### config.mk
export PLATFORM = sky130hd
export DESIGN_NAME = cache_bus_arbiter_flat
export DESIGN_NICKNAME = d
export VERILOG_FILES = /design/src/rtl/cache_bus_arbiter_pkg.sv /design/src/rtl/cache_bus_arbiter_if.sv /design/src/rtl/cache_bus_arbiter_rr_arbiter2.sv /design/src/rtl/cache_bus_arbiter.sv /design/src/flat_wrapper.sv
export SDC_FILE = /design/constraint.sdc
export NUM_CORES = 1
export LEC_CHECK = 0
export ABC_CLOCK_PERIOD_IN_PS = 4200
export BUFFER_PORTS_ARGS = -buffer_cell sky130_fd_sc_hd__buf_4
export CAP_MARGIN = 25
export CORE_AREA = 3 3 188 190
export CTS_CLUSTER_DIAMETER = 120
export CTS_CLUSTER_SIZE = 24
export DETAILED_ROUTE_END_ITERATION = 7
export DIE_AREA = 0 0 191 193
export PLACE_DENSITY = 0.49
export SYNTH_ARGS = -nofsm -noshare
export SYNTH_HDL_FRONTEND = slang
export SYNTH_HIERARCHICAL = 1
export SYNTH_SLANG_ARGS = --single-unit
### constraint.sdc
create_clock -name clk -period 4.2 [get_ports clk]
set_input_delay 0.63 -clock clk [delete_from_list [all_inputs] [get_ports clk]]
set_output_delay 0.63 -clock clk [all_outputs]
set_load 0.05 [all_outputs]
### src/rtl/cache_bus_arbiter_pkg.sv
// Shared definitions for the cache bus arbiter: FSM state encoding, requester tag IDs, line geometry.
// Latency: n/a (package).
// Backpressure: n/a (package).
package cache_bus_pkg;

  // Default number of bus beats per 64-byte cache line.
  localparam int BEATS_DEFAULT = 8;

  // Line offset bits. The address phase always carries a line-aligned address.
  localparam int LINE_OFS = 6;

  // Requester IDs. These form the low 12 bits of the bus tag.
  localparam logic [11:0] ID_IC = 12'h001;
  localparam logic [11:0] ID_DC = 12'h002;

  // FSM state enumeration. Plain constants keep the encoding visible to legacy tools.
  typedef logic [2:0] arb_state_t;
  localparam arb_state_t ST_IDLE  = 3'd0;
  localparam arb_state_t ST_ADDR  = 3'd1;
  localparam arb_state_t ST_WDATA = 3'd2;
  localparam arb_state_t ST_RDATA = 3'd3;
  localparam arb_state_t ST_DONE  = 3'd4;

  // Bus tag layout: {write-back flag, requester ID}.
  function automatic logic [12:0] make_tag(input logic we, input logic [11:0] id);
    return {we, id};
  endfunction

endpackage

### src/rtl/cache_bus_arbiter_if.sv
// Memory-side request/response bus shared by the cache arbiter (master) and the memory system (slave).
// Latency: n/a (wires only).
// Backpressure: request side is held by bus_reqack; response side is accepted by bus_respack.
// Ports: bus_reqcyc/bus_req/bus_reqtag/bus_reqack carry requests; bus_respcyc/bus_resp/bus_resptag/bus_respack carry responses.
interface cache_bus_arbiter_if #(
  parameter int WIDTH = 64,
  parameter int TAGW  = 13
) ();

  logic             bus_reqcyc;
  logic [WIDTH-1:0] bus_req;
  logic [TAGW-1:0]  bus_reqtag;
  logic             bus_reqack;

  logic             bus_respcyc;
  logic [WIDTH-1:0] bus_resp;
  logic [TAGW-1:0]  bus_resptag;
  logic             bus_respack;

  modport master (
    output bus_reqcyc, bus_req, bus_reqtag, bus_respack,
    input  bus_reqack, bus_respcyc, bus_resp, bus_resptag
  );

  modport slave (
    input  bus_reqcyc, bus_req, bus_reqtag, bus_respack,
    output bus_reqack, bus_respcyc, bus_resp, bus_resptag
  );

endinterface

### src/rtl/cache_bus_arbiter_rr_arbiter2.sv
// Two-way grant between icache and dcache. When both request, the one not served last wins.
// Latency: combinational, 0 cycles.
// Backpressure: none; the caller samples the grant only when it can start a transaction.
// Ports: ic_req, dc_req, last_dc (1 = dcache served last) -> grant_ic, grant_dc (one-hot or zero).
// Macro ARB_FIXED_PRIO_EN: when defined, dcache always wins simultaneous requests and last_dc is ignored.
module rr_arbiter2 (
  input  logic ic_req,
  input  logic dc_req,
  input  logic last_dc,
  output logic grant_ic,
  output logic grant_dc
);

`ifdef ARB_FIXED_PRIO_EN
  logic unused_last_dc;
  assign unused_last_dc = last_dc;
  assign grant_dc       = dc_req;
`else
  // dcache loses a tie only when it was the last one served.
  assign grant_dc = dc_req & (~ic_req | ~last_dc);
`endif

  assign grant_ic = ic_req & ~grant_dc;

endmodule

### src/rtl/cache_bus_arbiter.sv
// Shares one tagged memory bus between icache line fills and dcache fills/writebacks, one line at a time.
// Latency: grant-to-address 1 cycle; fill beats are forwarded in the same cycle; done pulses 1 cycle after the last beat.
// Backpressure: the address and writeback beats are held until bus_reqack; response beats carrying a foreign tag are left unacked.
// Ports: clk, reset (sync, active-high); ic_req/ic_addr -> ic_rdata/ic_rvalid/ic_done;
//        dc_req/dc_we/dc_addr/dc_wdata -> dc_wnext/dc_rdata/dc_rvalid/dc_done; bus (cache_bus_arbiter_if.master).
// Macro ARB_FIXED_PRIO_EN (in rr_arbiter2): when defined, dcache wins simultaneous requests; otherwise round-robin.
module cache_bus_arbiter
  import cache_bus_pkg::*;
#(
  parameter int WIDTH = 64,
  parameter int BEATS = BEATS_DEFAULT,
  parameter int TAGW  = 13
) (
  input  logic                      clk,
  input  logic                      reset,

  input  logic                      ic_req,
  input  logic [WIDTH-1:0]          ic_addr,
  output logic [WIDTH-1:0]          ic_rdata,
  output logic                      ic_rvalid,
  output logic                      ic_done,

  input  logic                      dc_req,
  input  logic                      dc_we,
  input  logic [WIDTH-1:0]          dc_addr,
  input  logic [WIDTH-1:0]          dc_wdata,
  output logic                      dc_wnext,
  output logic [WIDTH-1:0]          dc_rdata,
  output logic                      dc_rvalid,
  output logic                      dc_done,

  cache_bus_arbiter_if.master       bus
);

  localparam int CW = (BEATS > 1) ? $clog2(BEATS) : 1;
  localparam logic [CW-1:0] LAST_BEAT = CW'(BEATS - 1);

  arb_state_t       state;
  logic             owner_dc;   // 1: transaction belongs to dcache
  logic             we_q;       // 1: writeback, 0: fill
  logic             last_dc;    // 1: dcache was served last
  logic [WIDTH-1:0] addr_q;
  logic [CW-1:0]    beat_cnt;

  logic             grant_ic;
  logic             grant_dc;
  logic [TAGW-1:0]  issued_tag;
  logic             resp_match;
  logic             beat_fire;
  logic             last_beat;
  logic [WIDTH-1:0] ic_line;
  logic [WIDTH-1:0] dc_line;

  // Offset bits inside a line never reach the bus.
  logic unused_addr_ofs;
  assign unused_addr_ofs = ^{ic_addr[LINE_OFS-1:0], dc_addr[LINE_OFS-1:0]};

  assign ic_line = {ic_addr[WIDTH-1:LINE_OFS], {LINE_OFS{1'b0}}};
  assign dc_line = {dc_addr[WIDTH-1:LINE_OFS], {LINE_OFS{1'b0}}};

  rr_arbiter2 u_rr_arbiter2 (
    .ic_req   (ic_req),
    .dc_req   (dc_req),
    .last_dc  (last_dc),
    .grant_ic (grant_ic),
    .grant_dc (grant_dc)
  );

  assign issued_tag = TAGW'(make_tag(we_q, owner_dc ? ID_DC : ID_IC));

  // Only responses carrying our own tag belong to this transaction.
  assign resp_match = (state == ST_RDATA) && bus.bus_respcyc && (bus.bus_resptag == issued_tag);
  assign beat_fire  = ((state == ST_WDATA) && bus.bus_reqack) || resp_match;
  assign last_beat  = (beat_cnt == LAST_BEAT);

  always_ff @(posedge clk) begin
    if (reset) begin
      state    <= ST_IDLE;
      owner_dc <= 1'b0;
      we_q     <= 1'b0;
      last_dc  <= 1'b1;   // icache wins the first tie after reset
      addr_q   <= '0;
      beat_cnt <= '0;
    end else begin
      case (state)
        ST_IDLE: begin
          if (grant_ic || grant_dc) begin
            owner_dc <= grant_dc;
            we_q     <= grant_dc & dc_we;
            addr_q   <= grant_dc ? dc_line : ic_line;
            beat_cnt <= '0;
            state    <= ST_ADDR;
          end
        end
        ST_ADDR: begin
          if (bus.bus_reqack) begin
            state <= we_q ? ST_WDATA : ST_RDATA;
          end
        end
        ST_WDATA, ST_RDATA: begin
          if (beat_fire) begin
            beat_cnt <= last_beat ? '0 : beat_cnt + CW'(1);
            if (last_beat) begin
              state <= ST_DONE;
            end
          end
        end
        ST_DONE: begin
          last_dc <= owner_dc;
          state   <= ST_IDLE;
        end
        default: state <= ST_IDLE;
      endcase
    end
  end

  // Outputs decode from state, so reset clears them all on the same edge.
  assign bus.bus_reqcyc  = (state == ST_ADDR) || (state == ST_WDATA);
  assign bus.bus_req     = (state == ST_ADDR)  ? addr_q   :
                           (state == ST_WDATA) ? dc_wdata : '0;
  assign bus.bus_reqtag  = bus.bus_reqcyc ? issued_tag : '0;
  assign bus.bus_respack = resp_match;

  assign ic_rvalid = resp_match & ~owner_dc;
  assign dc_rvalid = resp_match &  owner_dc;
  assign ic_rdata  = ic_rvalid ? bus.bus_resp : '0;
  assign dc_rdata  = dc_rvalid ? bus.bus_resp : '0;

  assign ic_done   = (state == ST_DONE) & ~owner_dc;
  assign dc_done   = (state == ST_DONE) &  owner_dc;

  // Only the dcache ever writes back, so WDATA implies dcache ownership.
  assign dc_wnext  = (state == ST_WDATA) & bus.bus_reqack;

endmodule

### src/flat_wrapper.sv
// flat-port wrapper written by rule: the top's interface ports become plain ports
module cache_bus_arbiter_flat import cache_bus_pkg::*;
#(
  parameter int WIDTH = 64,
  parameter int BEATS = BEATS_DEFAULT,
  parameter int TAGW  = 13
)
  (clk, reset, ic_req, ic_addr, ic_rdata, ic_rvalid, ic_done, dc_req, dc_we, dc_addr, dc_wdata, dc_wnext, dc_rdata, dc_rvalid, dc_done, bus_bus_reqcyc, bus_bus_req, bus_bus_reqtag, bus_bus_respack, bus_bus_reqack, bus_bus_respcyc, bus_bus_resp, bus_bus_resptag);
  cache_bus_arbiter_if #(.WIDTH(WIDTH), .TAGW(TAGW)) bus_i ();
  input  logic clk;
  input  logic reset;
  input  logic ic_req;
  input  logic [WIDTH-1:0] ic_addr;
  output logic [WIDTH-1:0] ic_rdata;
  output logic ic_rvalid;
  output logic ic_done;
  input  logic dc_req;
  input  logic dc_we;
  input  logic [WIDTH-1:0] dc_addr;
  input  logic [WIDTH-1:0] dc_wdata;
  output logic dc_wnext;
  output logic [WIDTH-1:0] dc_rdata;
  output logic dc_rvalid;
  output logic dc_done;
  output wire logic [$bits(bus_i.bus_reqcyc)-1:0] bus_bus_reqcyc;
  output wire logic [$bits(bus_i.bus_req)-1:0] bus_bus_req;
  output wire logic [$bits(bus_i.bus_reqtag)-1:0] bus_bus_reqtag;
  output wire logic [$bits(bus_i.bus_respack)-1:0] bus_bus_respack;
  input wire logic [$bits(bus_i.bus_reqack)-1:0] bus_bus_reqack;
  input wire logic [$bits(bus_i.bus_respcyc)-1:0] bus_bus_respcyc;
  input wire logic [$bits(bus_i.bus_resp)-1:0] bus_bus_resp;
  input wire logic [$bits(bus_i.bus_resptag)-1:0] bus_bus_resptag;
  assign bus_bus_reqcyc = bus_i.bus_reqcyc;
  assign bus_bus_req = bus_i.bus_req;
  assign bus_bus_reqtag = bus_i.bus_reqtag;
  assign bus_bus_respack = bus_i.bus_respack;
  assign bus_i.bus_reqack = bus_bus_reqack;
  assign bus_i.bus_respcyc = bus_bus_respcyc;
  assign bus_i.bus_resp = bus_bus_resp;
  assign bus_i.bus_resptag = bus_bus_resptag;
  cache_bus_arbiter #(.WIDTH(WIDTH), .BEATS(BEATS), .TAGW(TAGW)) u_core (.clk(clk), .reset(reset), .ic_req(ic_req), .ic_addr(ic_addr), .ic_rdata(ic_rdata), .ic_rvalid(ic_rvalid), .ic_done(ic_done), .dc_req(dc_req), .dc_we(dc_we), .dc_addr(dc_addr), .dc_wdata(dc_wdata), .dc_wnext(dc_wnext), .dc_rdata(dc_rdata), .dc_rvalid(dc_rvalid), .dc_done(dc_done), .bus(bus_i));
endmodule
### Yosys cells after proc, flatten, opt, wreduce, memory -nomap -nowiden

Index checks and enable logic that the tools add are counted.

| operators by class | value |
|---|---|
| equality and inequality tests | 10 |
| add/subtract/negate cells | 1 |
| bitwise gates (word level) | 13 |
| mux-type cells | 17 |
| reductions and logical operators | 12 |

Operators with widths:

| cell | number |
|---|---|
| 2-to-1 mux 64 bit | 5 |
| 2-to-1 mux 3 bit | 7 |
| == test 13 bit | 1 |
| 2-to-1 mux 13 bit | 1 |
| case mux 3 bit (3 select lines) | 1 |
| bitwise AND 1 bit | 8 |
| == test 3 x 2 -> 1 bit (second input constant) | 2 |
| == test 3 bit (second input constant) | 2 |
| != test 2 x 1 -> 1 bit (second input constant) | 3 |
| case mux 3 bit (2 select lines) | 1 |
| NOT 1 bit | 4 |
| AND reduction 4 bit | 1 |
| adder 3 x 1 -> 3 bit (second input constant) | 1 |
| == test 3 x 1 -> 1 bit (second input constant) | 1 |
| logical AND 1 bit | 3 |
| logical NOT 3 bit | 1 |
| logical OR 1 bit | 3 |
| AND reduction 3 bit | 1 |
| 2-to-1 mux 2 bit | 1 |
| != test 2 bit (second input constant) | 1 |
| AND reduction 2 bit | 1 |
| nonzero test 2 bit | 1 |
| OR reduction 2 bit | 1 |
| 2-to-1 mux 1 bit | 1 |
| bitwise OR 1 bit | 1 |

| word-level totals | value |
|---|---|
| register bits after elaboration | 73 |
| output and inout bits | 212 |
| input port bits | 276 |
| logic and storage cells | 59 |

### Longest topological paths before layout

| logic depth | value |
|---|---|
| depth after elaboration | 8 |
| gate-level depth with buffers | 8 |
| mapped depth without buffers | 6 |

### Cells and area by module

Netlist, hierarchy kept.

By module, submodules not included:

| module | cells an instance | sequential area each (µm²) | area an instance (µm²) | instances |
|---|---|---|---|---|
| cache_bus_arbiter | 577 | 1,341.3 | 4,797.1 | 1 |
| rr_arbiter2 | 3 | 0.0 | 18.8 | 1 |

### Least setup slack after synthesis

OpenSTA, ideal clock, no wires.

| timing path | value |
|---|---|
| kind | input -> output |
| start point | input bus_bus_resptag[2] |
| end point | output dc_rdata[50] |
| buffers on the path | 2 |
| arrival time | 2.475 ns |
| slack | 1.095 ns |
| stages | 6 |
| required time | 3.570 ns |
| path through | or4_1 -> a211o_1 -> buf_6 -> nor3_2 -> buf_2 -> and2_1 |

| between the ends | value |
|---|---|
| word-level cells in the longest chain between the ends | 4 |

Ends and longest elaborated chain:

| element | RTL line | source |
|---|---|---|
| start, declared | flat_wrapper.sv:32 | `input wire logic [$bits(bus_i.bus_resptag)-1:0] bus_bus_resptag;` |
| == test 13 bit | cache_bus_arbiter.sv:72 | `assign resp_match = (state == ST_RDATA) && bus.bus_respcyc && (bus.bus_resptag == issued_tag);` |
| logical AND 1 bit | cache_bus_arbiter.sv:72 |  |
| bitwise AND 1 bit | cache_bus_arbiter.sv:125 | `assign dc_rvalid = resp_match & owner_dc;` |
| net dc_rvalid | flat_wrapper.sv:23 | `output logic dc_rvalid;` |
| 2-to-1 mux 64 bit | cache_bus_arbiter.sv:127 | `assign dc_rdata = dc_rvalid ? bus.bus_resp : '0;` |
| end, declared | flat_wrapper.sv:22 | `output logic [WIDTH-1:0] dc_rdata;` |

The timed path passes the listed nets, and every way through them passes these cells.

### Worst setup path after layout

| timing path | value |
|---|---|
| start point | input bus_bus_resptag[2] |
| end point | output ic_rdata[5] |

| between the ends | value |
|---|---|
| word-level cells in the longest chain between the ends | 4 |

Ends and longest elaborated chain:

| element | RTL line | source |
|---|---|---|
| == test 13 bit | cache_bus_arbiter.sv:72 |  |
| logical AND 1 bit | cache_bus_arbiter.sv:72 |  |
| bitwise AND 1 bit | cache_bus_arbiter.sv:124 | `assign ic_rvalid = resp_match & ~owner_dc;` |
| 2-to-1 mux 64 bit | cache_bus_arbiter.sv:126 | `assign ic_rdata = ic_rvalid ? bus.bus_resp : '0;` |
| end, declared | flat_wrapper.sv:14 | `output logic [WIDTH-1:0] ic_rdata;` |

Every way passes these cells.

==> impl_metrics.toml <==
[synthesis]
synth_cell_types = 42
syn_area_um2 = 4820
yosysSeqAreaShare_pct = 27.9
yosys_warnings = 6
syn_area_per_cell_um2 = 8.30
synthArstFlopShare_pct = 0
synth_edf_count = 0
ys.flop_type = "dfxtp_1"
synth-seq-cells = 67
netlist_instances = 580

[global_routing]
grt_pass1_wl_um = 37100
grt_use_total_pct = 13.5
grt_pass1_vias = 5870
grt.overflow.total = 0
grt_max_degree = 118
antenna_found_initial = 2

[clocking]
htreeDepth = 3
holdBufCountCts = 0
cts_setup_buffers = 0
cts.sinks = 67
clock_latency_ps = 340
cts-root-buf = "clkbuf_16"
cts_resized = 0
cts_tree = "built"
cts-buffers-inserted = 9
clk_path_buf_depth = 2
cts.clk_slew.worst_paths_ps = 60

[placed_design]
dp_cells = 1444
place_congestion = 0.803
dp_hpwl_um = 21600
dpl_cell_area_um2 = 8640
post-place-ws_ps = 661
port_buffers = 465

[timing]
period_needed_ps = 3500
worst_slew_pin_slew_ps = 835
setup_tns_ps = 0
setup_ws_ps = 698
rsz0062_at_grt = "no"
hold_viol = 0
fin_crit_sh_pct = 83.4
slew_headroom_pct = 44.4
setup_viol = 0
finalClockSkew_ps = 6.57
fmaxAchievable_ghz = 0.286
drv_slew = 0

[setup_path]
required_ps = 3570
critPathMaxStageDelay_ps = 580
arrival_ps = 2870
critPathKind = "input pin to output pin"
crit_fanout = 65
worst_path_max_delay_cell = "or4_1"
start_kind = "input pin"
cp-end-kind = "output pin"
crit_chain = "buf_4 -> or4_1 -> a211o_1 -> nor3_4 -> buf_4 -> and2_1 -> buf_4"
crit_path_frequent_cell = "buf_4"

[power]
switchingPower_uw = 1440
max-vdd-ir-drop_mv = 0.165
seqPwrFrac_pct = 26.4
p_int_uw = 1840
p_leak_uw = 0.00434
powerDensity_nw_per_um2 = 367
switching_share_pct = 43.9
p_comb_share_pct = 50.1
p_clk_share_pct = 23.5

[floorplanning]
die_y_um = 193
io_pins = 488
die_x_um = 191
start_util_pct = 14.3
rows = 67
coreArea_um2 = 33600
fp.dieArea_um2 = 36900

[detailed_routing]
drc = 0
wirelength_um = 26800
wire_per_inst_um = 18.3
via_count = 5962
drt_iter0_markers = 194
firstDrtPassIters = 4
ant_nets = 0
vias_per_cell = 4.08

[finish]
syn2layout_area_growth_pct = 85.6
final_area_um2 = 8940
drive_gt1_share_pct = 49.1
stdcell_count = 1461
fin_nets = 1285

[run_status]
status = "complete, no violations"

[worst_hold_path]
min_path_type = "register to register"

[run]
drv_cap = 0
[worst paths after layout]
kind                                                startpoint                        endpoint  slack [ps]  cells past startpoint
worst min-delay path            u_core/addr_q[58]$_SDFFE_PP0P_  u_core/addr_q[58]$_SDFFE_PP0P_         500                      2
worst max register to register     u_core/last_dc$_SDFFE_PP1N_  u_core/addr_q[62]$_SDFFE_PP0P_        2040                      6
worst min register to register  u_core/addr_q[58]$_SDFFE_PP0P_  u_core/addr_q[58]$_SDFFE_PP0P_         500                      2
worst max-delay path                        bus_bus_resptag[2]                     ic_rdata[5]         700                      7
[state kept, by name, summed over array words and instances (netlist names)]
signal,flops
u_core/addr_q,58
u_core/state,3
u_core/beat_cnt,3
u_core/we_q,1
u_core/last_dc,1
u_core/owner_dc,1
[layout by cell type, fill, tap and decap left out, drive strengths merged, types with 2 or more instances in the layout]
| cell | instances |
|---|---|
| a211oi | 59 |
| nor2 | 71 |
| o32a | 2 |
| or4 | 3 |
| buf | 474 |
| a211o | 2 |
| diode | 2 |
| a21boi | 3 |
| o21ai | 2 |
| nand3 | 5 |
| nand2b | 3 |
| clkbuf | 11 |
| clkinv | 2 |
| nor3 | 6 |
| nand2 | 6 |
| a22o | 58 |
| and2 | 136 |
| dfxtp | 67 |
| o2111ai | 3 |
| conb | 10 |
| ha | 2 |
| nand3b | 3 |
| inv | 6 |
| mux2i | 58 |
| a21oi | 4 |
[layer usage]
layer | GRT usage, % | wire length, um | up-vias
met5 | 0 | 0 | -
met4 | 4.35 | 588 | 0
met3 | 3.25 | 2360 | 20
met2 | 25.1 | 13800 | 318
met1 | 15.1 | 10000 | 2719
li1 | - | - | 2905
[stage by stage]
step | total power [uW] | util, % | hold WS [ps]
after floorplan | 1920 | - | 459
after global placement | 2550 | 25.7 | 487
after detailed placement | 2540 | 25.7 | 491
after CTS | 3350 | 26.6 | 499
after global routing | 3490 | 26.6 | 515
final | 3280 | 26.6 | 497
[worst max-delay path: cells and delay by family]
family / cells / cell delay, ps
buffers and inverters: 3 / 770
AO/OA/AOI/OAI: 1 / 430
AND/OR/NAND/NOR: 3 / 1010
[power by group through the flow]
stage               clock network (uW)  registers, uW  logic (uW)
global placement                     0            879        1670
finish                             770            867        1640
floorplan                            0            836        1090
CTS                                814            868        1670
global route                       845            887        1760
detailed placement                   0            879        1670
[cell type report]
cell class | count | area [um^2]
Antenna cell | 2 | 5.00
Clock buffer | 11 | 243
Clock inverter | 4 | 51.3
Fill cell | 3703 | 24700
Inverter | 6 | 22.5
Multi-Input combinational cell | 449 | 3140
Sequential cell | 67 | 1340
Tap cell | 448 | 561
Timing Repair Buffer | 474 | 3570
[kinds of logic after synthesis]
kind of cell             count (synthesis)  share of synthesized area (%)
AO/OA/AOI/OAI                          137                           22.8
flip-flops                              67                           27.9
adder cells (fa/ha/maj)                  2                          0.520
AND/OR/NAND/NOR                        241                           28.0
XOR/XNOR                                 1                          0.182
multiplexers                            58                           12.1
buffers and inverters                   73                           8.50
other                                    1                         0.0779
[Yosys cell counts (2+ instances only)]
| library cell | number | area, um^2 |
|---|---|---|
| ha_1 | 2 | 25.0 |
| or4_1 | 3 | 22.5 |
| nand3b_1 | 3 | 22.5 |
| and2_1 | 136 | 851 |
| nand3_1 | 4 | 20.0 |
| o21ai_0 | 2 | 10.0 |
| mux2i_1 | 58 | 581 |
| clkbuf_1 | 37 | 139 |
| a22o_1 | 58 | 508 |
| dfxtp_1 | 67 | 1340 |
| a21boi_1 | 2 | 15.0 |
| o32a_1 | 2 | 20.0 |
| inv_1 | 6 | 22.5 |
| buf_6 | 11 | 124 |
| nand2b_1 | 3 | 18.8 |
| a211o_1 | 2 | 17.5 |
| a21oi_1 | 4 | 20.0 |
| a211oi_1 | 59 | 443 |
| nor3_1 | 3 | 15.0 |
| nand2_1 | 6 | 22.5 |
| buf_2 | 6 | 30.0 |
| nor2_1 | 71 | 267 |
| buf_4 | 12 | 90.1 |
| o2111ai_1 | 3 | 26.3 |
| nor3_2 | 3 | 30.0 |
(Power assumes the default switching activity.)
